File: src/rtl/uart_cmd_initiator_if.sv
// Host-side command/status bundle of the UART nibble initiator.
// The master issues start/cmd; the slave (initiator) reports status.
interface uart_cmd_initiator_if;
    logic       start;
    logic [3:0] cmd;
    logic       busy;
    logic       done;
    logic       ack_ok;
    logic       ack_err;
    logic       timeout;
    logic [7:0] rx_byte;
    logic [2:0] attempts;

    modport master (
        output start, cmd,
        input  busy, done, ack_ok, ack_err,
        input  timeout, rx_byte, attempts
    );

    modport slave (
        input  start, cmd,
        output busy, done, ack_ok, ack_err,
        output timeout, rx_byte, attempts
    );
endinterface

File: src/rtl/uart_cmd_initiator.sv
// Chip-select-gated UART nibble initiator: sends a command nibble,
// waits for the {4'b1010, nibble} acknowledge, retries on failure.
module uart_cmd_initiator #(
    parameter int CLK_FREQ       = 50_000_000,
    parameter int BAUD           = 9600,
    parameter int TIMEOUT_CYCLES = 200_000,
    parameter int MAX_RETRIES    = 3
) (
    input  logic clk,
    input  logic reset,
    uart_cmd_initiator_if.slave host,
    output logic uart_tx,
    output logic cs,
    input  logic uart_rx
);

    localparam int CPB  = CLK_FREQ / BAUD;
    localparam int HALF = CPB / 2;
    localparam int CW   = ($clog2(CPB) > 0) ? $clog2(CPB) : 1;
    localparam int TW   = $clog2(TIMEOUT_CYCLES + 1);

    localparam logic [CW-1:0] BIT_LAST  = CW'(CPB - 1);
    localparam logic [CW-1:0] HALF_LAST = CW'(HALF - 1);
    localparam logic [TW-1:0] TO_LAST   = TW'(TIMEOUT_CYCLES - 1);

    typedef enum logic [2:0] {
        S_IDLE, S_SETUP, S_TX, S_WAIT,
        S_CHECK, S_GAP, S_DONE
    } state_t;

    typedef enum logic [1:0] {
        R_HUNT, R_START, R_DATA, R_STOP
    } rx_phase_t;

    state_t        state;
    state_t        state_nxt;
    logic [CW-1:0] cnt;
    logic [3:0]    bit_idx;
    logic [3:0]    cmd_q;
    logic [9:0]    frame;
    logic [TW-1:0] to_cnt;
    logic          cnt_last;
    logic          to_fire;
    logic          pass;
    logic          retry;

    logic          rx_s1;
    logic          rx_s2;
    logic          rx_prev;
    rx_phase_t     rx_phase;
    logic [CW-1:0] rx_cnt;
    logic [2:0]    rx_idx;
    logic [7:0]    rx_shift;
    logic [7:0]    rx_data;
    logic          rx_stop;
    logic          rx_done;

    assign frame    = {1'b1, 4'b0000, cmd_q, 1'b0};
    assign cnt_last = (cnt == BIT_LAST);
    assign pass     = rx_stop && (rx_data == {4'b1010, cmd_q});
    assign retry    = int'(host.attempts) <= MAX_RETRIES;

    // Timeout only fires while hunting; a frame in flight may overrun it.
    assign to_fire = (state == S_WAIT) && (rx_phase == R_HUNT)
                  && (to_cnt == TO_LAST);

    always_ff @(posedge clk) begin
        if (reset) state <= S_IDLE;
        else       state <= state_nxt;
    end

    always_comb begin
        state_nxt = state;
        unique case (state)
            S_IDLE:  if (host.start) state_nxt = S_SETUP;
            S_SETUP: if (cnt_last) state_nxt = S_TX;
            S_TX:    if (cnt_last && bit_idx == 4'd9)
                         state_nxt = S_WAIT;
            S_WAIT: begin
                if (rx_done)      state_nxt = S_CHECK;
                else if (to_fire) state_nxt = retry ? S_GAP : S_DONE;
            end
            S_CHECK: begin
                if (pass)       state_nxt = S_DONE;
                else if (retry) state_nxt = S_GAP;
                else            state_nxt = S_DONE;
            end
            S_GAP:   if (cnt_last) state_nxt = S_SETUP;
            S_DONE:  state_nxt = S_IDLE;
            default: state_nxt = S_IDLE;
        endcase
    end

    always_comb begin
        uart_tx   = 1'b1;
        cs        = 1'b1;
        host.busy = (state != S_IDLE);
        host.done = 1'b0;
        unique case (state)
            S_SETUP, S_WAIT, S_CHECK: cs = 1'b0;
            S_TX: begin
                cs      = 1'b0;
                uart_tx = frame[bit_idx];
            end
            S_DONE:  host.done = 1'b1;
            default: ;
        endcase
    end

    always_ff @(posedge clk) begin
        if (reset) begin
            cnt           <= '0;
            bit_idx       <= '0;
            cmd_q         <= '0;
            to_cnt        <= '0;
            host.ack_ok   <= 1'b0;
            host.ack_err  <= 1'b0;
            host.timeout  <= 1'b0;
            host.rx_byte  <= '0;
            host.attempts <= '0;
        end else begin
            if (state_nxt != state || cnt_last) cnt <= '0;
            else                                cnt <= cnt + 1'b1;

            if (state != S_TX)  bit_idx <= '0;
            else if (cnt_last)  bit_idx <= bit_idx + 4'd1;

            if (state != S_WAIT)        to_cnt <= '0;
            else if (to_cnt != TO_LAST) to_cnt <= to_cnt + 1'b1;

            if (state == S_IDLE && host.start) begin
                cmd_q        <= host.cmd;
                host.ack_ok  <= 1'b0;
                host.ack_err <= 1'b0;
                host.timeout <= 1'b0;
            end

            // Acceptance zeroes the count and SETUP entry bumps it.
            if (state_nxt == S_SETUP && state != S_SETUP) begin
                if (state == S_IDLE)
                    host.attempts <= 3'd1;
                else if (host.attempts != 3'd7)
                    host.attempts <= host.attempts + 3'd1;
            end

            if (state == S_CHECK) begin
                host.rx_byte <= rx_data;
                if (pass)        host.ack_ok  <= 1'b1;
                else if (!retry) host.ack_err <= 1'b1;
            end

            if (state == S_WAIT && !rx_done && to_fire && !retry)
                host.timeout <= 1'b1;
        end
    end

    always_ff @(posedge clk) begin
        if (reset) begin
            rx_s1    <= 1'b1;
            rx_s2    <= 1'b1;
            rx_prev  <= 1'b1;
            rx_phase <= R_HUNT;
            rx_cnt   <= '0;
            rx_idx   <= '0;
            rx_shift <= '0;
            rx_data  <= '0;
            rx_stop  <= 1'b0;
            rx_done  <= 1'b0;
        end else begin
            rx_s1   <= uart_rx;
            rx_s2   <= rx_s1;
            rx_prev <= rx_s2;
            rx_done <= 1'b0;
            if (state != S_WAIT) begin
                rx_phase <= R_HUNT;
                rx_cnt   <= '0;
                rx_idx   <= '0;
            end else begin
                unique case (rx_phase)
                    R_HUNT: begin
                        if (rx_prev && !rx_s2) begin
                            rx_phase <= R_START;
                            rx_cnt   <= '0;
                        end
                    end
                    R_START: begin
                        if (rx_cnt == HALF_LAST) begin
                            rx_cnt   <= '0;
                            rx_idx   <= '0;
                            rx_phase <= rx_s2 ? R_HUNT : R_DATA;
                        end else begin
                            rx_cnt <= rx_cnt + 1'b1;
                        end
                    end
                    R_DATA: begin
                        if (rx_cnt == BIT_LAST) begin
                            rx_cnt   <= '0;
                            rx_shift <= {rx_s2, rx_shift[7:1]};
                            rx_idx   <= rx_idx + 3'd1;
                            if (rx_idx == 3'd7) rx_phase <= R_STOP;
                        end else begin
                            rx_cnt <= rx_cnt + 1'b1;
                        end
                    end
                    R_STOP: begin
                        if (rx_cnt == BIT_LAST) begin
                            rx_cnt   <= '0;
                            rx_data  <= rx_shift;
                            rx_stop  <= rx_s2;
                            rx_done  <= 1'b1;
                            rx_phase <= R_HUNT;
                        end else begin
                            rx_cnt <= rx_cnt + 1'b1;
                        end
                    end
                    default: rx_phase <= R_HUNT;
                endcase
            end
        end
    end

endmodule

File: src/flat_wrapper.sv
// flat-port wrapper written by rule: the top's interface ports become plain ports
module uart_cmd_initiator_flat 
#(
    parameter int CLK_FREQ       = 50_000_000,
    parameter int BAUD           = 9600,
    parameter int TIMEOUT_CYCLES = 200_000,
    parameter int MAX_RETRIES    = 3
)
  (clk, reset, uart_tx, cs, uart_rx, host_start, host_cmd, host_busy, host_done, host_ack_ok, host_ack_err, host_timeout, host_rx_byte, host_attempts);
  uart_cmd_initiator_if host_i ();
  input  logic clk;
  input  logic reset;
  output logic uart_tx;
  output logic cs;
  input  logic uart_rx;
  input wire logic [$bits(host_i.start)-1:0] host_start;
  input wire logic [$bits(host_i.cmd)-1:0] host_cmd;
  output wire logic [$bits(host_i.busy)-1:0] host_busy;
  output wire logic [$bits(host_i.done)-1:0] host_done;
  output wire logic [$bits(host_i.ack_ok)-1:0] host_ack_ok;
  output wire logic [$bits(host_i.ack_err)-1:0] host_ack_err;
  output wire logic [$bits(host_i.timeout)-1:0] host_timeout;
  output wire logic [$bits(host_i.rx_byte)-1:0] host_rx_byte;
  output wire logic [$bits(host_i.attempts)-1:0] host_attempts;
  assign host_i.start = host_start;
  assign host_i.cmd = host_cmd;
  assign host_busy = host_i.busy;
  assign host_done = host_i.done;
  assign host_ack_ok = host_i.ack_ok;
  assign host_ack_err = host_i.ack_err;
  assign host_timeout = host_i.timeout;
  assign host_rx_byte = host_i.rx_byte;
  assign host_attempts = host_i.attempts;
  uart_cmd_initiator #(.CLK_FREQ(CLK_FREQ), .BAUD(BAUD), .TIMEOUT_CYCLES(TIMEOUT_CYCLES), .MAX_RETRIES(MAX_RETRIES)) u_core (.clk(clk), .reset(reset), .host(host_i), .uart_tx(uart_tx), .cs(cs), .uart_rx(uart_rx));
endmodule
File: config.mk
export PLATFORM = sky130hd
export DESIGN_NAME = uart_cmd_initiator_flat
export DESIGN_NICKNAME = d
export VERILOG_FILES = /design/src/rtl/uart_cmd_initiator_if.sv /design/src/rtl/uart_cmd_initiator.sv /design/src/flat_wrapper.sv
export SDC_FILE = /design/constraint.sdc
export NUM_CORES = 1
export LEC_CHECK = 0
export BUFFER_PORTS_ARGS = -buffer_cell sky130_fd_sc_hd__buf_2
export CORE_MARGIN = 10
export CORE_UTILIZATION = 47
export DETAILED_ROUTE_END_ITERATION = 10
export PLACE_DENSITY = 0.67
export SYNTH_ARGS = -nofsm -noshare
export SYNTH_HDL_FRONTEND = slang
export SYNTH_SLANG_ARGS = --single-unit
File: constraint.sdc
create_clock -name clk -period 1.9 [get_ports clk]
set_input_delay 0.285 -clock clk [delete_from_list [all_inputs] [get_ports clk]]
set_output_delay 0.285 -clock clk [all_outputs]
set_load 0.01 [all_outputs]
==> flow_summary.rst <==
.. list-table::
   :header-rows: 1

   * - Metric
     - Value
   * - Port Buffer Count
     - 25
   * - Post-Syn Instances
     - 525
   * - Critical-path top delay cell
     - and4bb_1
   * - IO Count
     - 26
   * - Vias in the first global route
     - 3966
   * - Synthesized area
     - between 4000 and 5000 µm²
   * - Slew at the pin closest to its max-slew limit
     - 380 ps
   * - Delay of the slowest critical-path stage
     - 450 ps
   * - Endpoint type of the worst setup path
     - flip-flop
   * - Routed Antenna Nets
     - 0
   * - Relative max-transition margin
     - 74.7%
   * - Average vias per placed instance
     - 5.18
   * - Switching power of the nets
     - 1.04 mW
   * - Maximum number of pins on one net before global-route repair
     - 29
   * - Hold Vio Cnt, Final
     - 0
   * - Required time at the endpoint of the critical path
     - 2150 ps
   * - First-pass GRT wire length
     - 18300 µm
   * - Floorplan die area
     - approximately 14000 µm²
   * - Overall power consumption
     - 3.85 mW
   * - Number of filler instances in the final layout
     - 772
   * - Synthesized netlist net count
     - about 550
   * - FFs w/ async S/R, synth
     - 0%
   * - Remaining global-route overflow
     - 0
   * - Clock transition at the registers of the reported paths
     - between 100 and 150 ps
   * - H-tree depth reported by CTS
     - 3
   * - Setup repair after global routing missed its margin
     - true
   * - Sequence of cells on the critical path
     - and4bb_1 > nand3_4 > a221oi_2 > o21a_1 > and4b_4 > mux2_4
   * - Number of antenna violations at the first check in global routing
     - 0
   * - Total routed wirelength
     - around 11000 µm
   * - Total number of vias
     - slightly above 4000
   * - Share of cell area taken by muxes after synthesis
     - 1.89%
   * - Pwr dens
     - 642 nW/µm²
   * - Die Width
     - 118 µm
   * - Fraction of post-synthesis cell area in the top cell type by area
     - 42.2%
   * - P_leak
     - 2.28 nW
   * - End-of-flow core utilization
     - 64.6%
   * - Cell type with the largest total area after synthesis
     - dfxtp_1
   * - Clk_lat worst skew
     - 370 ps
   * - Post-Synth Adder-Cell Area
     - about 4.2%
   * - Clock share of power
     - 33.5%
   * - Setup Viol. Count Final
     - 16
   * - Highest routed metal layer
     - met4
   * - Shortest clock period the worst path allows after layout
     - about 2000 ps
   * - Number of inserted diodes
     - 0
   * - Violations in the final reports
     - negative setup slack
   * - Global-route usage over all layers
     - roughly 15%
   * - Critical path class
     - flip-flop to flip-flop
   * - Number of max-cap violations
     - 0
   * - Most instantiated library cell after synthesis
     - dfxtp_1
   * - Fraction of the mapped netlist area in compound gates
     - 9.86%
   * - Share of final-layout standard cells stronger than drive strength 1
     - between 30% and 40%
   * - Number of warning messages in the yosys log
     - 0
   * - Met2 wire len
     - 5680 µm
   * - Dominant cells by area after synthesis
     - dfxtp_1 (42%), nor2_1 (5.6%), nand2_1 (5.4%)
   * - Int Pwr
     - between 2 and 3 mW
   * - Number of DRC violations after detailed-routing iteration 0
     - 197
   * - Number of rows in the core area
     - 35
   * - Count of flip-flops with a built-in enable after synthesis
     - 0
   * - Nature of the critical path startpoint
     - flip-flop
   * - Number of storage elements in the synthesis netlist
     - 95
   * - CTS tree
     - built
   * - Main combinational cell family by area after synthesis
     - simple AND/OR/NAND/NOR gates
   * - Arrival time at the worst endpoint
     - 2310 ps
   * - Net count reported at finish
     - 670
   * - Synth Area in XOR/XNOR
     - 8.91%
   * - Simple-gate area share of the yosys netlist
     - 29.3%
   * - Number of search-and-repair iterations in the first detailed-routing pass
     - 4
   * - Initial core utilization
     - 48.5%
   * - Setup ws final
     - -162 ps
   * - Highest attainable clock frequency
     - 485 MHz
   * - Final period utilization
     - 109%
   * - Gate power share
     - 13.2%
   * - Unique masters post-synth
     - 61
   * - Clock Path Buffers
     - 2
   * - Residual DRC count
     - 0
   * - Number of sinks on the clock net
     - 95
   * - Path class of the lowest-slack min-delay path
     - input port to flip-flop
   * - Net switching share of the total power
     - 26.9%
   * - Met1 Wirelength
     - between 5000 and 6000 µm
   * - Peak supply drop
     - about 0.00058 V
   * - Status
     - complete, but fails checks
   * - Synth cell count leaders
     - dfxtp_1 (95), nor2_1 (67), nand2_1 (65)
   * - Detailed-placement wirelength estimate
     - 7730 µm
   * - WL met3
     - 273 µm
   * - Share of the yosys chip area belonging to registers
     - between 40% and 50%
   * - Reg power frac
     - between 50% and 60%
   * - Placeable core area
     - 9280 µm²
   * - Most used flip-flop cell after synthesis
     - dfxtp_1
   * - Final Slew Violations
     - 0
   * - Final weighted congestion of routability-driven global placement
     - between 0.9 and 1
   * - Vertical extent of the die
     - between 100 and 150 µm
   * - Fin Clk Skew
     - between 20 and 25 ps
   * - Post-detailed-route wirelength per cell
     - between 10 and 15 µm
   * - TritonCTS buffer count
     - 9
   * - Layout overhead on the synthesized area
     - 33.1%
   * - Highest net fanout along the worst path
     - 3
   * - Syn_area_per_cell
     - 8.58 µm²
   * - Clock root cell
     - clkbuf_8
[layout make-up]
| cell class | count | area [µm²] | area share, % |
|---|---|---|---|
| Clock buffer | 10 | 138 | 2.30 |
| Clock inverter | 6 | 48.8 | 0.814 |
| Inverter | 17 | 63.8 | 1.06 |
| Multi-Input combinational cell | 393 | 2680 | 44.6 |
| Sequential cell | 95 | 1920 | 32.0 |
| Tap cell | 129 | 161 | 2.69 |
| Timing Repair Buffer | 131 | 987 | 16.5 |
[cell families (layout without fill, tap and decap cells)]
family          Yosys count  count (layout)
buf+inv                  37             164
simple gates            253             253
xor+xnor                 45              45
flops                    95              95
fa+ha+maj                15              15
mux                       8               8
compound gates           72              72
[per-layer routing]
metal / vias to the layer above / track usage (%)
li1: 2047 / -
met1: 1918 / 18.8
met2: 60 / 26.8
met3: 20 / 3.26
met4: 0 / 4.33
met5: - / 0
[critical path, delay by kind of cell (launching register included)]
family          cells  cell delay (ps)
mux                 1              300
compound gates      2              470
simple gates        3              850
flops               1              330
[placed cells by master (no fill, tap or decap), types with 10 or more instances in the layout]
master    count
buf_4        99
dfxtp_1      82
nor2_1       65
nand2_1      64
a21oi_1      41
nand3_1      33
xnor2_1      26
buf_2        25
xor2_1       18
inv_1        17
nand4_1      14
dfxtp_2      12
nor3_2       10
ha_1         10
clkbuf_8     10
[timing repair]
action | 4_1_cts | 5_1_grt
hold buffers | 0 | 0
pin swaps | 6 | 7
gates resized for setup | 22 | 25
setup endpoints to repair | 50 | 37
gates cloned | 0 | 1
setup buffers | 10 | 3
[through the flow]
stage                     TNS, ps  hold WS (ps)  cells  instance area (µm²)  worst slack (ps)
final                       -1630          93.9    781                 6000              -162
after global routing        -2360          98.7    781                 6000              -228
after CTS                    -425          86.1    777                 5850             -79.2
after detailed placement    -5860           400    751                 5470              -371
after global placement      -3380           401    751                 5470              -257
after floorplan             -56.1           389    525                 4570             -56.1
[final timing paths]
| path | from | end | slack (ps) | cells past startpoint |
|---|---|---|---|---|
| worst max-delay path | u_core.cnt[5]$_SDFF_PP0_ | u_core.host.attempts[2]$_SDFFE_PP0P_ | -160 | 6 |
| worst min-delay path | uart_rx | u_core.rx_s1$_SDFF_PP1_ | 90 | 2 |
| worst max register to register | u_core.cnt[5]$_SDFF_PP0_ | u_core.host.attempts[2]$_SDFFE_PP0P_ | -160 | 6 |
| worst min register to register | u_core.rx_s1$_SDFF_PP1_ | u_core.rx_s2$_SDFF_PP1_ | 430 | 1 |
[power groups by stage]
| stage | Sequential, mW | Clock (mW) | Combinational [mW] |
|---|---|---|---|
| final | 2.05 | 1.29 | 0.507 |
| after global routing | 2.06 | 1.40 | 0.539 |
| after CTS | 2.05 | 1.31 | 0.421 |
| after detailed placement | 2.09 | 0 | 0.341 |
| after global placement | 2.09 | 0 | 0.330 |
| after floorplan | 2.10 | 0 | 0.216 |
[state kept, by name, summed over array words and instances, names as in the netlist, named ones only]
| register | cells |
|---|---|
| u_core.rx_s1 | 1 |
| u_core.host.ack_err | 1 |
| u_core.host.ack_ok | 1 |
| u_core.rx_stop | 1 |
| u_core.rx_prev | 1 |
| u_core.cnt | 13 |
| u_core.rx_done | 1 |
| u_core.host.attempts | 3 |
| u_core.bit_idx | 4 |
| u_core.host.timeout | 1 |
| u_core.rx_data | 8 |
| u_core.rx_shift | 8 |
| u_core.to_cnt | 18 |
| u_core.rx_cnt | 13 |
| u_core.cmd_q | 4 |
| u_core.rx_idx | 3 |
| u_core.rx_s2 | 1 |
| u_core.host.rx_byte | 8 |
| u_core.state | 3 |
| u_core.rx_phase | 1 |
No activity file was read; power rests on OpenSTA's default activity.
